## config.mk

```make
export PLATFORM = sky130hd
export DESIGN_NAME = real_data_encoder_flat
export DESIGN_NICKNAME = d
export VERILOG_FILES = /design/src/rtl/snn_spike_pkg.sv /design/src/rtl/real_data_encoder_if.sv /design/src/rtl/real_data_encoder.sv /design/src/flat_wrapper.sv
export SDC_FILE = /design/constraint.sdc
export NUM_CORES = 1
export LEC_CHECK = 0
export CAP_MARGIN = 20
export CORE_UTILIZATION = 30
export DETAILED_ROUTE_END_ITERATION = 7
export DONT_BUFFER_PORTS = 1
export MAX_ROUTING_LAYER = met4
export PLACE_DENSITY = 0.41
export SYNTH_ARGS = -nofsm -noshare
export SYNTH_HDL_FRONTEND = slang
export SYNTH_SLANG_ARGS = --single-unit
```

## constraint.sdc

```tcl
create_clock -name clk -period 4.24 [get_ports clk]
set_input_delay 0.848 -clock clk [delete_from_list [all_inputs] [get_ports clk]]
set_output_delay 0.848 -clock clk [all_outputs]
set_load 0.01 [all_outputs]
```

## src/rtl/snn_spike_pkg.sv

```systemverilog
// Shared types for spike-train encoders and neuron networks: encoder state,
// p/n spike pair and the sigma-delta firing threshold.
package snn_spike_pkg;

  typedef enum logic {
    ENC_IDLE   = 1'b0,
    ENC_ENCODE = 1'b1
  } enc_state_t;

  typedef struct packed {
    logic data;
    logic sign;
  } spike_t;

  // Firing threshold for a signed sample of data_w bits: 2^(data_w-1).
  function automatic int unsigned spike_thresh(input int unsigned data_w);
    return 32'd1 << (data_w - 32'd1);
  endfunction

endpackage

```

## src/rtl/real_data_encoder_if.sv

```systemverilog
// Sample handshake plus spike/status outputs of the real-valued spike encoder.
interface real_data_encoder_if #(
  parameter int unsigned DATA_W = 8,
  parameter int unsigned WIN_W  = 8
);
  logic              in_valid;
  logic              in_ready;
  logic [DATA_W-1:0] in_data;
  logic [WIN_W-1:0]  window;
  logic              p_out;
  logic              n_out;
  logic              busy;
  logic              done;

  modport master (
    output in_valid, in_data, window,
    input  in_ready, p_out, n_out, busy, done
  );

  modport slave (
    input  in_valid, in_data, window,
    output in_ready, p_out, n_out, busy, done
  );
endinterface

```

## src/rtl/real_data_encoder.sv

```systemverilog
// Rate-encodes signed samples into p/n spike trains with a first-order
// sigma-delta accumulator over a per-sample programmable window.
module real_data_encoder
  import snn_spike_pkg::*;
#(
  parameter int unsigned DATA_W = 8,
  parameter int unsigned WIN_W  = 8
) (
  input logic                clk,
  input logic                rst,
  real_data_encoder_if.slave bus
);

  localparam int unsigned SUM_W = DATA_W + 1;
  localparam logic [SUM_W-1:0] THRESH = SUM_W'(spike_thresh(DATA_W));

  enc_state_t        state;
  logic              sign;
  logic [DATA_W-1:0] mag;
  logic [DATA_W-1:0] acc;
  logic [WIN_W-1:0]  win;
  logic [WIN_W-1:0]  step;
  logic              p_q;
  logic              n_q;
  logic              done_q;

  logic [DATA_W-1:0] mag_in_c;
  logic [DATA_W:0]   step_res_c;
  logic [DATA_W-1:0] acc_next_c;
  logic [WIN_W-1:0]  step_next_c;
  spike_t            spike_c;

  // One sigma-delta step: returns {fire, next accumulator}. The residue after
  // a fire is always below THRESH, so it fits back into DATA_W bits.
  function automatic logic [DATA_W:0] sd_step(input logic [DATA_W-1:0] acc_cur,
                                               input logic [DATA_W-1:0] mag_cur);
    logic [SUM_W-1:0] sum;
    sum = {1'b0, acc_cur} + {1'b0, mag_cur};
    if (sum >= THRESH) begin
      return {1'b1, DATA_W'(sum - THRESH)};
    end
    return {1'b0, DATA_W'(sum)};
  endfunction

  // Magnitude as unsigned DATA_W bits; the most negative sample maps to THRESH.
  always_comb begin
    mag_in_c = bus.in_data;
    if (bus.in_data[DATA_W-1]) begin
      mag_in_c = (~bus.in_data) + DATA_W'(1);
    end
  end

  always_comb begin
    step_res_c   = sd_step(acc, mag);
    acc_next_c   = step_res_c[DATA_W-1:0];
    spike_c.data = step_res_c[DATA_W];
    spike_c.sign = sign;
    step_next_c  = step + WIN_W'(1);
  end

  always_ff @(posedge clk) begin
    if (rst) begin
      state  <= ENC_IDLE;
      sign   <= 1'b0;
      mag    <= '0;
      acc    <= '0;
      win    <= '0;
      step   <= '0;
      p_q    <= 1'b0;
      n_q    <= 1'b0;
      done_q <= 1'b0;
    end else begin
      p_q    <= 1'b0;
      n_q    <= 1'b0;
      done_q <= 1'b0;
      case (state)
        ENC_IDLE: begin
          if (bus.in_valid) begin
            sign <= bus.in_data[DATA_W-1];
            mag  <= mag_in_c;
            win  <= bus.window;
            acc  <= '0;
            step <= '0;
            // An empty window completes immediately without leaving IDLE.
            if (bus.window == '0) begin
              done_q <= 1'b1;
            end else begin
              state <= ENC_ENCODE;
            end
          end
        end
        ENC_ENCODE: begin
          acc  <= acc_next_c;
          step <= step_next_c;
          p_q  <= spike_c.data & ~spike_c.sign;
          n_q  <= spike_c.data & spike_c.sign;
          if (step_next_c == win) begin
            done_q <= 1'b1;
            state  <= ENC_IDLE;
          end
        end
        default: state <= ENC_IDLE;
      endcase
    end
  end

  assign bus.in_ready = (state == ENC_IDLE);
  assign bus.busy     = (state == ENC_ENCODE);
  assign bus.p_out    = p_q;
  assign bus.n_out    = n_q;
  assign bus.done     = done_q;

endmodule

```

## src/flat_wrapper.sv

```systemverilog
// flat-port wrapper written by rule: the top's interface ports become plain ports
module real_data_encoder_flat import snn_spike_pkg::*;
#(
  parameter int unsigned DATA_W = 8,
  parameter int unsigned WIN_W  = 8
)
  (clk, rst, bus_in_valid, bus_in_data, bus_window, bus_in_ready, bus_p_out, bus_n_out, bus_busy, bus_done);
  real_data_encoder_if #(.DATA_W(DATA_W), .WIN_W(WIN_W)) bus_i ();
  input logic clk;
  input logic rst;
  input wire logic [$bits(bus_i.in_valid)-1:0] bus_in_valid;
  input wire logic [$bits(bus_i.in_data)-1:0] bus_in_data;
  input wire logic [$bits(bus_i.window)-1:0] bus_window;
  output wire logic [$bits(bus_i.in_ready)-1:0] bus_in_ready;
  output wire logic [$bits(bus_i.p_out)-1:0] bus_p_out;
  output wire logic [$bits(bus_i.n_out)-1:0] bus_n_out;
  output wire logic [$bits(bus_i.busy)-1:0] bus_busy;
  output wire logic [$bits(bus_i.done)-1:0] bus_done;
  assign bus_i.in_valid = bus_in_valid;
  assign bus_i.in_data = bus_in_data;
  assign bus_i.window = bus_window;
  assign bus_in_ready = bus_i.in_ready;
  assign bus_p_out = bus_i.p_out;
  assign bus_n_out = bus_i.n_out;
  assign bus_busy = bus_i.busy;
  assign bus_done = bus_i.done;
  real_data_encoder #(.DATA_W(DATA_W), .WIN_W(WIN_W)) u_core (.clk(clk), .rst(rst), .bus(bus_i));
endmodule
```

==> impl_metrics.toml, run 1 <==
[clocking]
clk_path_buf_depth = 2
hold_buffers = 0
cts_tree = "done"
clock-root-buffer = "clkbuf_8"
clock_latency_ns = 0.30
path_clk_slew_ns = 0.08
cts_buffers = 5
post_cts_resized = 0
cts_setup_buffers = 0
clkSinkCount = 37
htreeDepth = 2

[drt]
ant_nets = 0
routed_wl_um = 4840
wl_met3_um = 232
dr_wl_met2_um = 1930
drt-met1-wl_um = 2610
post-route-drc-count = 0
dr.max_layer_used = "met4"
routedWlPerCell_um = 14.9
vias = 1659
drt-vias-per-instance = 5.12
drt_iter0_markers = 99
first_pass_iters = 4

[timing]
tns_ns = 0
finalCritPeriodShare = 0.484
hold_viol = 0
finalCriticalPeriod_ns = 2.05
worstMarginPinSlew_ns = 0.727
skew_ns = 0.00450
drv_slew = 0
relSlewSlack = 0.514
finalSetupViolations = 0
fmax_mhz = 487
grt_setup_unrepaired = "false"
hold_ws_ns = 0.466

[place]
dp_cells = 316
hpwlAfterDp_um = 3410
globalplace.congestion = 0.743
port_buffers = 0

[cells_and_area]
diodes = 0
instances_no_fill = 324
fin_util = 0.337
final_cell_mix = "dfxtp_1, a21oi_1, nor2_1, nand2_1, xor2_1"
nNetsFinal = 276
drive_gt1_frac = 0.0567
final_common_cell = "dfxtp_1"
syn_to_final_growth_pct = 6.75

[run_status]
status = "finished clean"

[job]
cap_violations = 0

[grt]
overflow = 0
antenna_found_initial = 0
grt_first_pass_wirelength_um = 8270
grt_pass1_vias = 1607
gr-usage-all-layers = 0.155
grt_max_degree = 38

[pwr]
p_leak_nw = 0.847
swShare = 0.290
pwr-share-comb = 0.133
p_int_mw = 0.522
clockPowerShare = 0.347
p_switching_mw = 0.213
peakVddDrop_mv = 0.200
seq_power_share = 0.520
cellPowerDensity_nw_per_um2 = 338

[yosys]
synth.net_count = 283
synth_ff_type = "dfxtp_1"
ys_ff_latch = 37
synthTopCellsByArea = "dfxtp_1, a21oi_1, ha_1, nand2_1, nor2_1"
synth_top_area_share = 0.363
avgSynthCellArea_um2 = 8.06
synth-seq-area-share = 0.363
ys_types = 38
ys_warn_count = 0
async_flop_share = 0
syn_area_um2 = 2040
synth_top_area_cell = "dfxtp_1"
postSynthCellCount = 253
synth_edf_count = 0

[die]
fp.coreArea_um2 = 6460
num_rows = 29
ios = 24
die_y_um = 84.4
initial_core_util = 0.316
die_width_um = 84.4
die_area_um2 = 7130

[min_path]
hold_class = "reg -> reg"

[worst_setup_path]
arrival_ns = 2.25
cp.required_ns = 4.44
critPathLaunchType = "flop"
crit_fanout = 2
path_class = "reg -> reg"
critPathCaptureType = "flop"
power by group through the flow:
stage | registers [mW] | logic (mW) | clock network (mW)
after floorplan | 0.382 | 0.0897 | 0
after global placement | 0.391 | 0.100 | 0
after detailed placement | 0.391 | 0.0990 | 0
after CTS | 0.382 | 0.0994 | 0.266
after global routing | 0.385 | 0.112 | 0.281
final | 0.382 | 0.0978 | 0.255
worst max-delay path, stage by stage (launching register included):
cell and delay, ns:
dfxtp_1 0.32, ha_1 0.21, fa_1 0.41, a21o_1 0.17
a21oi_1 0.20, a21oi_1 0.13, a31o_2 0.27, a32oi_1 0.18
nor2_1 0.06
state kept, by name, indices dropped and copies added, names as in the netlist:
signal	flops
u_core.acc	8
u_core.bus.busy	1
u_core.bus.done	1
u_core.bus.n_out	1
u_core.bus.p_out	1
u_core.mag	8
u_core.sign	1
u_core.step	8
u_core.win	8
synth_stat cells, drive strengths merged (5+ instances only):
master,n
nor3,5
xor2,12
a211oi,7
a21o,8
a21oi,31
nor3b,8
xnor2,7
dfxtp,37
nand2,30
o21ai,6
clkbuf,11
ha,10
nor2,30
buf,5
final timing paths:
check / start / end / slack, ns / depth (start not counted)
worst max-delay path: u_core.acc[0] / u_core.acc[7] / 2.19 / 8
worst min-delay path: u_core.mag[0] / u_core.mag[0] / 0.47 / 2
worst max register to register: u_core.acc[0] / u_core.acc[7] / 2.19 / 8
worst min register to register: u_core.mag[0] / u_core.mag[0] / 0.47 / 2
per-stage QoR:
stage	cell area [µm²]	total power, mW	setup slack, ns
after global routing	2180	0.778	1.97
after CTS	2180	0.748	2.16
after detailed placement	2080	0.490	2.18
after global placement	2080	0.491	2.20
final	2180	0.735	2.19
after floorplan	2040	0.472	2.28
per-layer routing:
layer,vias up,track usage
li1,872,-
met1,753,0.217
met2,28,0.212
met3,6,0.0403
met4,0,0.0555
met5,-,-
logic make-up (layout without fill, tap and decap cells):
group | count (synthesis) | count (layout) | synth area share
xor gates and xnor gates | 19 | 19 | 0.0816
AOI/OAI and AO/OA | 66 | 66 | 0.204
buffers and inverters | 20 | 14 | 0.0393
adders and majority gates | 11 | 11 | 0.0712
and+or+nand+nor | 98 | 98 | 0.231
DFF | 37 | 37 | 0.363
muxes | 2 | 2 | 0.00982
area by class of cell:
class,count,area (µm²)
repair buffers,2,15.0
inverters,4,15.0
multi-input cells,196,1220
well taps,77,96.3
fillers,717,4280
flip-flops and latches,37,741
clock buffers,5,68.8
clock inverters,3,22.5
Note: power is estimated with default switching activity, not from simulation.
==> run 2, diff against run 1 <==
- clock period: 4.24 -> 2.11 ns (I/O delays scaled with it)
==> run 2 against run 1 <==
Register-to-register slack got worse by 2.1 ns. Sequential share of layout area fell by 0.67 points. Critical path depth unchanged. Clock skew up 0.00085 ns. Die area is the same. Maximum frequency is 1.9% higher. Sequential power increased by 98%. Non-clock buffer count up 6. Core utilization up 0.68 points. Via count rose by 3.5%. Wire length down 0.58%. Critical path type unchanged. Critical endpoint unchanged. Largest cell class unchanged.
==> impl_metrics.toml, run 2 (synthesized netlist as in run 1, its figures left out) <==
[worst_setup_path]
arrival_ns = 2.20
reg2reg_slack_ns = 0.1
crit_start = "u_core.acc[0]"
cp.required_ns = 2.30
critPathLaunchType = "flop"
r2r-end = "u_core.acc[7]"
critPathCaptureType = "flop"
crit_fanout = 2
path_class = "reg -> reg"
r2r-start = "u_core.acc[0]"
reg2reg_depth = 8
crit_end = "u_core.acc[7]"

[drt]
routed_wl_um = 4820
routedWlPerCell_um = 14.6
post-route-drc-count = 0
drt-vias-per-instance = 5.20
vias = 1717
ant_nets = 0
first_pass_iters = 4
drt_iter0_markers = 26

[clocking]
clkSinkCount = 37
clock-root-buffer = "clkbuf_8"
path_clk_slew_ns = 0.07
hold_buffers = 0
clock_latency_ns = 0.29
post_cts_resized = 0
htreeDepth = 2
cts_setup_buffers = 0
clk_path_buf_depth = 2
cts_tree = "done"
cts_buffers = 5

[run_status]
status = "finished clean"

[timing]
drv_slew = 0
hold_viol = 0
finalSetupViolations = 0
worstMarginPinSlew_ns = 0.384
finalCriticalPeriod_ns = 2.01
skew_ns = 0.00535
tns_ns = 0
grt_setup_unrepaired = "true"
relSlewSlack = 0.744
fmax_mhz = 497
finalCritPeriodShare = 0.954

[cells_and_area]
nFillCells = 713
diodes = 0
final_common_cell = "dfxtp_1"
fin_util = 0.344
instances_no_fill = 330
syn_to_final_growth_pct = 8.90
final_cell_mix = "dfxtp_1, nor2_1, nand2_1, a21oi_1, xor2_1"
drive_gt1_frac = 0.0830
nNetsFinal = 282

[min_path]
hold_class = "in -> reg"
worstHoldStart = "rst"

[die]
die_area_um2 = 7130
die_width_um = 84.4
initial_core_util = 0.316
fp.coreArea_um2 = 6460
num_rows = 29
die_y_um = 84.4
ios = 24

[pwr]
p_leak_nw = 0.887
totalPowerFinal_mw = 1.47
cellPowerDensity_nw_per_um2 = 661
peakVddDrop_mv = 0.325

[place]
hpwlAfterDp_um = 3390
dp_cells = 322
globalplace.congestion = 0.787
port_buffers = 0

[grt]
overflow = 0
gr-usage-all-layers = 0.149
grt_first_pass_wirelength_um = 7960
grt_pass1_vias = 1599
grt_max_degree = 38
antenna_found_initial = 0

[job]
cap_violations = 0
[run 2: changes by cell type in the layout (fill, tap and decap cells not counted), sizes merged]
cell / previous run / this run
buf: 2 / 8
clkinvlp: 3 / 0
clkinv: 0 / 2
clkbuf: 5 / 6
[run 2: stage by stage]
step	setup WS [ns]	hold slack (ns)	cell area, µm²
after floorplan	0.149	0.425	2040
after global routing	0.00729	0.174	2220
after detailed placement	0.0297	0.448	2130
after global placement	0.0503	0.440	2130
after CTS	0.0133	0.178	2210
final	0.0963	0.195	2220
[run 2: critical path: stages, from the launching register on]
cell,delay (ns)
dfxtp_1,0.32
ha_1,0.22
fa_1,0.40
a21o_1,0.19
a21oi_2,0.19
a21oi_2,0.09
a31o_2,0.26
a32oi_1,0.19
nor2_1,0.05
[run 2: layer usage]
metal  vias to the layer above  track usage  share of wire
met4                         0       0.0508          0.013
met5                         -            -              0
met3                         6       0.0315          0.054
met2                        34        0.210           0.41
li1                        887            -              -
met1                       790        0.211           0.52
[run 2: worst min-delay path by stage]
stage                     cells past startpoint                to  slack, ns
after global placement                        1  u_core.bus.p_out       0.44
after global routing                          1     u_core.mag[7]       0.17
final                                         1     u_core.mag[0]       0.20
after CTS                                     1     u_core.win[1]       0.18
after floorplan                               1  u_core.bus.p_out       0.42
after detailed placement                      2  u_core.bus.n_out       0.45
[run 2: power by group]
part	leakage, nW	internal (mW)	switching, mW	total, mW
logic	0.540	0.0961	0.124	0.220
registers	0.302	0.732	0.0254	0.757
clock network	0.0450	0.229	0.261	0.490
[run 2: final cells by class]
cell class | count | area [µm²] | share of cell area
Clock buffer | 6 | 72.6 | 0.0327
Clock inverter | 2 | 10.0 | 0.00451
Inverter | 4 | 15.0 | 0.00676
Multi-Input combinational cell | 196 | 1220 | 0.552
Sequential cell | 37 | 741 | 0.334
Tap cell | 77 | 96.3 | 0.0434
Timing Repair Buffer | 8 | 60.1 | 0.0271
